**src/rtl/alu_result_stage.sv**
```systemverilog
`default_nettype none
// ============================================================================
// Module   : alu_result_stage
// Brief    : Registered ALU output stage. Captures the shifter result and its
//            shift_op tag, derives zero/negative flags on capture, and presents
//            them over valid/ready through a 2-entry (main + skid) buffer.
//            Also keeps a saturating count of delivered results.
// Revision : 1.0 - initial release
// ============================================================================
module alu_result_stage #(
    parameter int DATA_WIDTH  = 8,
    parameter int COUNT_WIDTH = 16
) (
    input  logic                   clk,
    input  logic                   rst,
    input  logic                   in_valid,
    output logic                   in_ready,
    input  logic [DATA_WIDTH-1:0]  in_result,
    input  logic [1:0]             in_shift_op,
    output logic                   out_valid,
    input  logic                   out_ready,
    output logic [DATA_WIDTH-1:0]  out_result,
    output logic [1:0]             out_op,
    output logic                   out_zero,
    output logic                   out_negative,
    output logic [1:0]             occupancy,
    output logic [COUNT_WIDTH-1:0] result_count
);

    // Occupancy-encoded states: the state value is the number of held entries.
    typedef enum logic [1:0] {
        ST_EMPTY = 2'd0,
        ST_ONE   = 2'd1,
        ST_TWO   = 2'd2
    } state_t;

    localparam logic [COUNT_WIDTH-1:0] C_COUNT_ONE = {{(COUNT_WIDTH-1){1'b0}}, 1'b1};
    localparam logic [COUNT_WIDTH-1:0] C_COUNT_MAX = {COUNT_WIDTH{1'b1}};

    state_t                   state_q, state_d;
    logic                     in_ready_q, in_ready_d;

    logic [DATA_WIDTH-1:0]    main_result_q, main_result_d;
    logic [1:0]               main_op_q, main_op_d;
    logic                     main_zero_q, main_zero_d;
    logic                     main_neg_q, main_neg_d;

    logic [DATA_WIDTH-1:0]    skid_result_q, skid_result_d;
    logic [1:0]               skid_op_q, skid_op_d;
    logic                     skid_zero_q, skid_zero_d;
    logic                     skid_neg_q, skid_neg_d;

    logic [COUNT_WIDTH-1:0]   count_q, count_d;

    logic                     w_accept;
    logic                     w_deliver;
    logic                     w_in_zero;
    logic                     w_in_neg;

    assign out_valid    = (state_q != ST_EMPTY);
    assign in_ready     = in_ready_q;
    assign w_accept     = in_valid & in_ready_q;
    assign w_deliver    = out_valid & out_ready;

    // Flags are derived once, at capture, so they always travel with their data.
    assign w_in_zero    = (in_result == '0);
    assign w_in_neg     = in_result[DATA_WIDTH-1];

    assign out_result   = main_result_q;
    assign out_op       = main_op_q;
    assign out_zero     = main_zero_q;
    assign out_negative = main_neg_q;
    assign occupancy    = 2'(state_q);
    assign result_count = count_q;

    // Next-state, buffer steering and delivered-result counter.
    always_comb begin
        state_d       = state_q;
        main_result_d = main_result_q;
        main_op_d     = main_op_q;
        main_zero_d   = main_zero_q;
        main_neg_d    = main_neg_q;
        skid_result_d = skid_result_q;
        skid_op_d     = skid_op_q;
        skid_zero_d   = skid_zero_q;
        skid_neg_d    = skid_neg_q;
        count_d       = count_q;

        case (state_q)
            ST_EMPTY: begin
                if (w_accept) begin
                    state_d       = ST_ONE;
                    main_result_d = in_result;
                    main_op_d     = in_shift_op;
                    main_zero_d   = w_in_zero;
                    main_neg_d    = w_in_neg;
                end
            end
            ST_ONE: begin
                if (w_accept && w_deliver) begin
                    // Old head leaves this edge, so the new entry becomes head.
                    main_result_d = in_result;
                    main_op_d     = in_shift_op;
                    main_zero_d   = w_in_zero;
                    main_neg_d    = w_in_neg;
                end else if (w_accept) begin
                    // Head is stalled; park the newcomer behind it.
                    state_d       = ST_TWO;
                    skid_result_d = in_result;
                    skid_op_d     = in_shift_op;
                    skid_zero_d   = w_in_zero;
                    skid_neg_d    = w_in_neg;
                end else if (w_deliver) begin
                    state_d = ST_EMPTY;
                end
            end
            ST_TWO: begin
                if (w_deliver) begin
                    state_d       = ST_ONE;
                    main_result_d = skid_result_q;
                    main_op_d     = skid_op_q;
                    main_zero_d   = skid_zero_q;
                    main_neg_d    = skid_neg_q;
                end
            end
            default: begin
                state_d = ST_EMPTY;
            end
        endcase

        if (w_deliver && (count_q != C_COUNT_MAX)) begin
            count_d = count_q + C_COUNT_ONE;
        end

        // in_ready is registered: it reflects whether the skid slot will be free.
        in_ready_d = (state_d != ST_TWO);
    end

    // State, buffer and counter registers with synchronous reset.
    always_ff @(posedge clk) begin
        if (rst) begin
            state_q       <= ST_EMPTY;
            in_ready_q    <= 1'b1;
            main_result_q <= '0;
            main_op_q     <= 2'b00;
            main_zero_q   <= 1'b1;
            main_neg_q    <= 1'b0;
            skid_result_q <= '0;
            skid_op_q     <= 2'b00;
            skid_zero_q   <= 1'b1;
            skid_neg_q    <= 1'b0;
            count_q       <= '0;
        end else begin
            state_q       <= state_d;
            in_ready_q    <= in_ready_d;
            main_result_q <= main_result_d;
            main_op_q     <= main_op_d;
            main_zero_q   <= main_zero_d;
            main_neg_q    <= main_neg_d;
            skid_result_q <= skid_result_d;
            skid_op_q     <= skid_op_d;
            skid_zero_q   <= skid_zero_d;
            skid_neg_q    <= skid_neg_d;
            count_q       <= count_d;
        end
    end

endmodule
`default_nettype wire
```
**config.mk**
```make
export PLATFORM = sky130hd
export DESIGN_NAME = alu_result_stage
export DESIGN_NICKNAME = d
export VERILOG_FILES = /design/src/rtl/alu_result_stage.sv
export SDC_FILE = /design/constraint.sdc
export NUM_CORES = 1
export LEC_CHECK = 0
export ABC_AREA = 0
export CAP_MARGIN = 10
export CORE_ASPECT_RATIO = 0.6
export CORE_MARGIN = 2
export CORE_UTILIZATION = 49
export CTS_CLUSTER_SIZE = 30
export DETAILED_ROUTE_END_ITERATION = 16
export PLACE_DENSITY = 0.9
export SETUP_SLACK_MARGIN = 0.02
export SYNTH_ARGS = -nofsm -noshare
export SYNTH_HDL_FRONTEND = slang
export SYNTH_SLANG_ARGS = --single-unit
export TNS_END_PERCENT = 50
```
**constraint.sdc**
```tcl
create_clock -name clk -period 2.1 [get_ports clk]
set_input_delay 0.21 -clock clk [delete_from_list [all_inputs] [get_ports clk]]
set_output_delay 0.21 -clock clk [all_outputs]
set_load 0.1 [all_outputs]
```
Word-level counts from Yosys, hierarchy flattened
Index checks and enable logic that the tools add are counted. Widths: inputs -> output; s select.

Add/sub/neg operators: 1. $mul: 0. Div/mod/pow operators: 0. Order comparisons: 0. Eq/ne operators: 7. Shift operators: 0. Mux-type cells: 22. Bitwise operators: 3. Reductions and logical operators: 8.

Operators with widths (number): $mux 8 (3); $pmux 8 s3 (1); $add 16x1->16 const B (1); $mux 2 (8); $ne 16x16->1 const B (1); $pmux 2 s3 (2); $logic_not 8->1 (1); $ne 2x2->1 const B (4); $mux 1 (6); $pmux 1 s3 (2); $reduce_and 4->1 (1); $reduce_and 3->1 (1); $reduce_bool 3->1 (1); $and 1x1->1 (2); $eq 2x1->1 const B (1); $eq 2x2->1 const B (1); $logic_and 1x1->1 (2); $logic_not 2->1 (1); $reduce_bool 2->1 (1); $not 1->1 (1).

Flip-flop bits (word level): 43. Bits in latches: 0. Memory bits (writable): 0. ROM bits: 0. Input port bits: 14. Output and inout port bits: 32. Memories kept: 0.

Logic depth before layout (Yosys ltp)
Depth in word-level cells: 7. Depth in mapped cells: 6.

Worst setup path before layout
No wires, ideal clock.

Kind: reg-to-reg. Start point: register count_q[1], in the netlist result_count[1]. End point: register count_q[8], in the netlist result_count[8]. Library setup time: 0.121 ns. Data arrival time: 2.572 ns. Data required time: 1.979 ns. Setup slack: -0.593 ns. Stages on the path, launching flop included: 7. Buffers on the path: 1. Cell sequence: dfxtp_1 ha_1 nand4_1 nor4_1 buf_2 nor4_1 mux2_2.

Longest elaborated chain between the ends: 2.

Ends and longest elaborated chain: start: declaration (RTL line 53) `logic [COUNT_WIDTH-1:0] count_q, count_d;`; start signal: assignment (RTL line 164) `count_q <= count_d;`; parallel branches: the longest is 2 deep, another holds $add 16x1->16.

Several ways; the timed one is not identified. A chain may end at the register's enable or synchronous reset.

Final worst setup path
Start point: register count_q[0], in the netlist result_count[0]. End point: register count_q[14], in the netlist result_count[14].

Same word-level chain as after synthesis.

==> flow_summary.ini <==
[clock_tree]
clk_latency_ns = 0.29
cts_tree = done
cts_buffers = 5
htree_levels = 2
cts-root-buf = clkbuf_8
post_cts_buffers = 0
clockBufferDepth = 2
clkSinkCount = 41
cts.clk_slew.worst_paths_ns = 0.08

[layout]
layout_common_cells = 41 x buf_4, 28 x nor2_1, 22 x mux2i_1, 22 x dfxtp_1, 13 x clkdlybuf4s50_1
final_core_util_pct = 67.5
antenna_cells = 0
fillers = 285
fin_nets = 271
fin_cells = 304
syn_to_final_growth_pct = 32.0
layout-drive-gt1-share_pct = 30.0
final_common_cell = buf_4

[detailed_routing]
final_antenna_net_count = 0
totalWireLength_mm = 4.48
viasPerCell = 5.71
drc = 0
vias = 1737
drt_iter0_drc = 90
dr.pass1.iters = 4
routedWlPerCell_um = 14.7

[die]
dieWidth_um = 84.0
die_h_um = 52
rows = 17
core_um2 = 3680
io_pins = 46
start_util_pct = 51.1
dieArea_um2 = 4370

[logic_synthesis]
ys_ff_latch = 41
syn-cell-area_um2 = 1880
yosysSeqAreaShare_pct = 43.6
avgSynthCellArea_um2 = 9.05
synth.top_cell.area_share_pct = 43.6
syn_nets = 223
ys_top_cells_by_area = dfxtp_1 44%, mux2i_1 12%, nor2_1 5.6%
ys_types = 40
yosysTopAreaCell = dfxtp_1
ys_warn_count = 0
synth_cells = 208

[placed_design]
dp_cells = 296
dpl.hpwl_mm = 3.22
pre_cts_slack_ns = 0.0480
place_congestion = 0.793
numPortBuffers = 45

[run]
drv_cap = 0

[global_routing]
grt-ovfl-total = 0
grt_pass1_wl_mm = 7.20
grtUsageMet3_pct = 6.03
grt_max_degree = 42
met2_usage_pct = 30.9
antenna_found_initial = 0
grt_pass1_vias = 1551
top_usage_layer = met2
track_usage_pct = 20.7
use_met1_pct = 29.6

[run_status]
status = complete, no violations

[timing]
period_share_pct = 93.8
hold_slack_ns = 0.499
worst_pin_slew_ns = 0.768
setup_viol = 0
fmax_mhz = 507
hold_viol = 0
layout_setup_ws_ns = 0.129
slew_headroom_pct = 48.8
final_max_slew_viol_count = 0
skew_ns = 0.00644
min_period_ns = 1.97
rsz0062_at_grt = false

[worst_setup_path]
crit_path_end_kind = flop
cp_max_fo = 6
cp-start-kind = flop
crit_type = flop to flop
rrSetupSlack_ns = 0.13
required_ns = 2.32
worstPathArrival_ns = 2.19

[power_and_ir_drop]
cellLeakagePower_nw = 1.01
vdd_ir_drop_max_mv = 0.483
p_per_area_nw_per_um2 = 704

[hold_path]
min_path_type = flop to flop
-- synth_stat cells, drive strengths merged --
master and n:
nand4 4, nor2 28, nand2 8, a211oi 10, and3 2, a311o 1
o21a 2, nor2b 4, nor4 7, or3 4, a21oi 10, nand3 7
nor4b 1, clkbuf 8, nor3 2, nand2b 1, buf 6, nand4b 1
or2 2, o31ai 7, mux2i 22, a2111o 1, o31a 1, nor3b 1
o21ai 6, ha 1, o211a 1, inv 5, or4 7, a211o 1
and4 1, dfxtp 41, o22a 1, mux2 3, nand3b 1
-- cell type report --
type,count,area (um^2),share of cell area (%)
Inverter,5,18.8,0.756
Tap cell,47,58.8,2.37
Timing Repair Buffer,55,458,18.4
Sequential cell,41,872,35.1
Clock buffer,6,72.6,2.92
Multi-Input combinational cell,148,993,40.0
Clock inverter,2,10.0,0.403
-- layer usage --
| layer | vias to the layer above | part of all wire [%] |
|---|---|---|
| met2 | 51 | 43 |
| met5 | - | 0 |
| met3 | 4 | 6.3 |
| met1 | 823 | 50 |
| li1 | 859 | - |
| met4 | 0 | 0.60 |
-- repair_timing --
| item | in CTS | in global routing |
|---|---|---|
| hold endpoints to repair | 0 | 0 |
| hold buffers | 0 | 0 |
| resized for setup | 0 | 1 |
| endpoints found under the setup margin | 0 | 2 |
-- worst max-delay path: stages, from the launching register on --
cell and delay (ns):
dfxtp_4 0.37, ha_1 0.19, nand4_1 0.32, a2111o_1 0.53, or3_1 0.33, a21oi_1 0.15
-- cell families after synthesis --
logic type | Yosys count | synth area share (%)
mux | 25 | 13.5
flops | 41 | 43.6
simple gates | 81 | 22.9
buf+inv | 19 | 4.45
fa+ha+maj | 1 | 0.665
compound gates | 41 | 14.9
-- worst paths after layout --
path / depth (start not counted) / endpoint / startpoint
min: 2 / out_result[2]$_SDFFE_PP0P_ / out_result[2]$_SDFFE_PP0P_
min reg2reg: 2 / out_result[2]$_SDFFE_PP0P_ / out_result[2]$_SDFFE_PP0P_
max reg2reg: 5 / result_count[14]$_SDFFE_PP0P_ / result_count[0]$_SDFFE_PP0P_
max: 5 / result_count[14]$_SDFFE_PP0P_ / result_count[0]$_SDFFE_PP0P_
-- where the power goes --
group / total [mW] / leakage [nW] / switching, mW / internal [mW]
Clock: 0.501 / 0.0450 / 0.271 / 0.231
Sequential: 0.822 / 0.346 / 0.0235 / 0.798
Combinational: 0.425 / 0.624 / 0.310 / 0.116
-- registers in the layout (all words and copies together), names as in the netlist --
| name | flops |
|---|---|
| out_zero | 1 |
| in_ready | 1 |
| result_count | 16 |
| skid_zero_q | 1 |
| skid_op_q | 2 |
| out_negative | 1 |
| out_result | 7 |
| skid_result_q | 8 |
| occupancy | 2 |
| out_op | 2 |
-- per-stage QoR --
stage | setup TNS (ns) | cell area [um^2] | total power [mW]
floorplan | -0.0135 | 1940 | 1.15
global placement | 0 | 2390 | 1.26
detailed placement | 0 | 2390 | 1.26
CTS | 0 | 2480 | 1.75
global route | 0 | 2480 | 1.80
finish | 0 | 2480 | 1.75
Power figures use the tool's default switching activity.
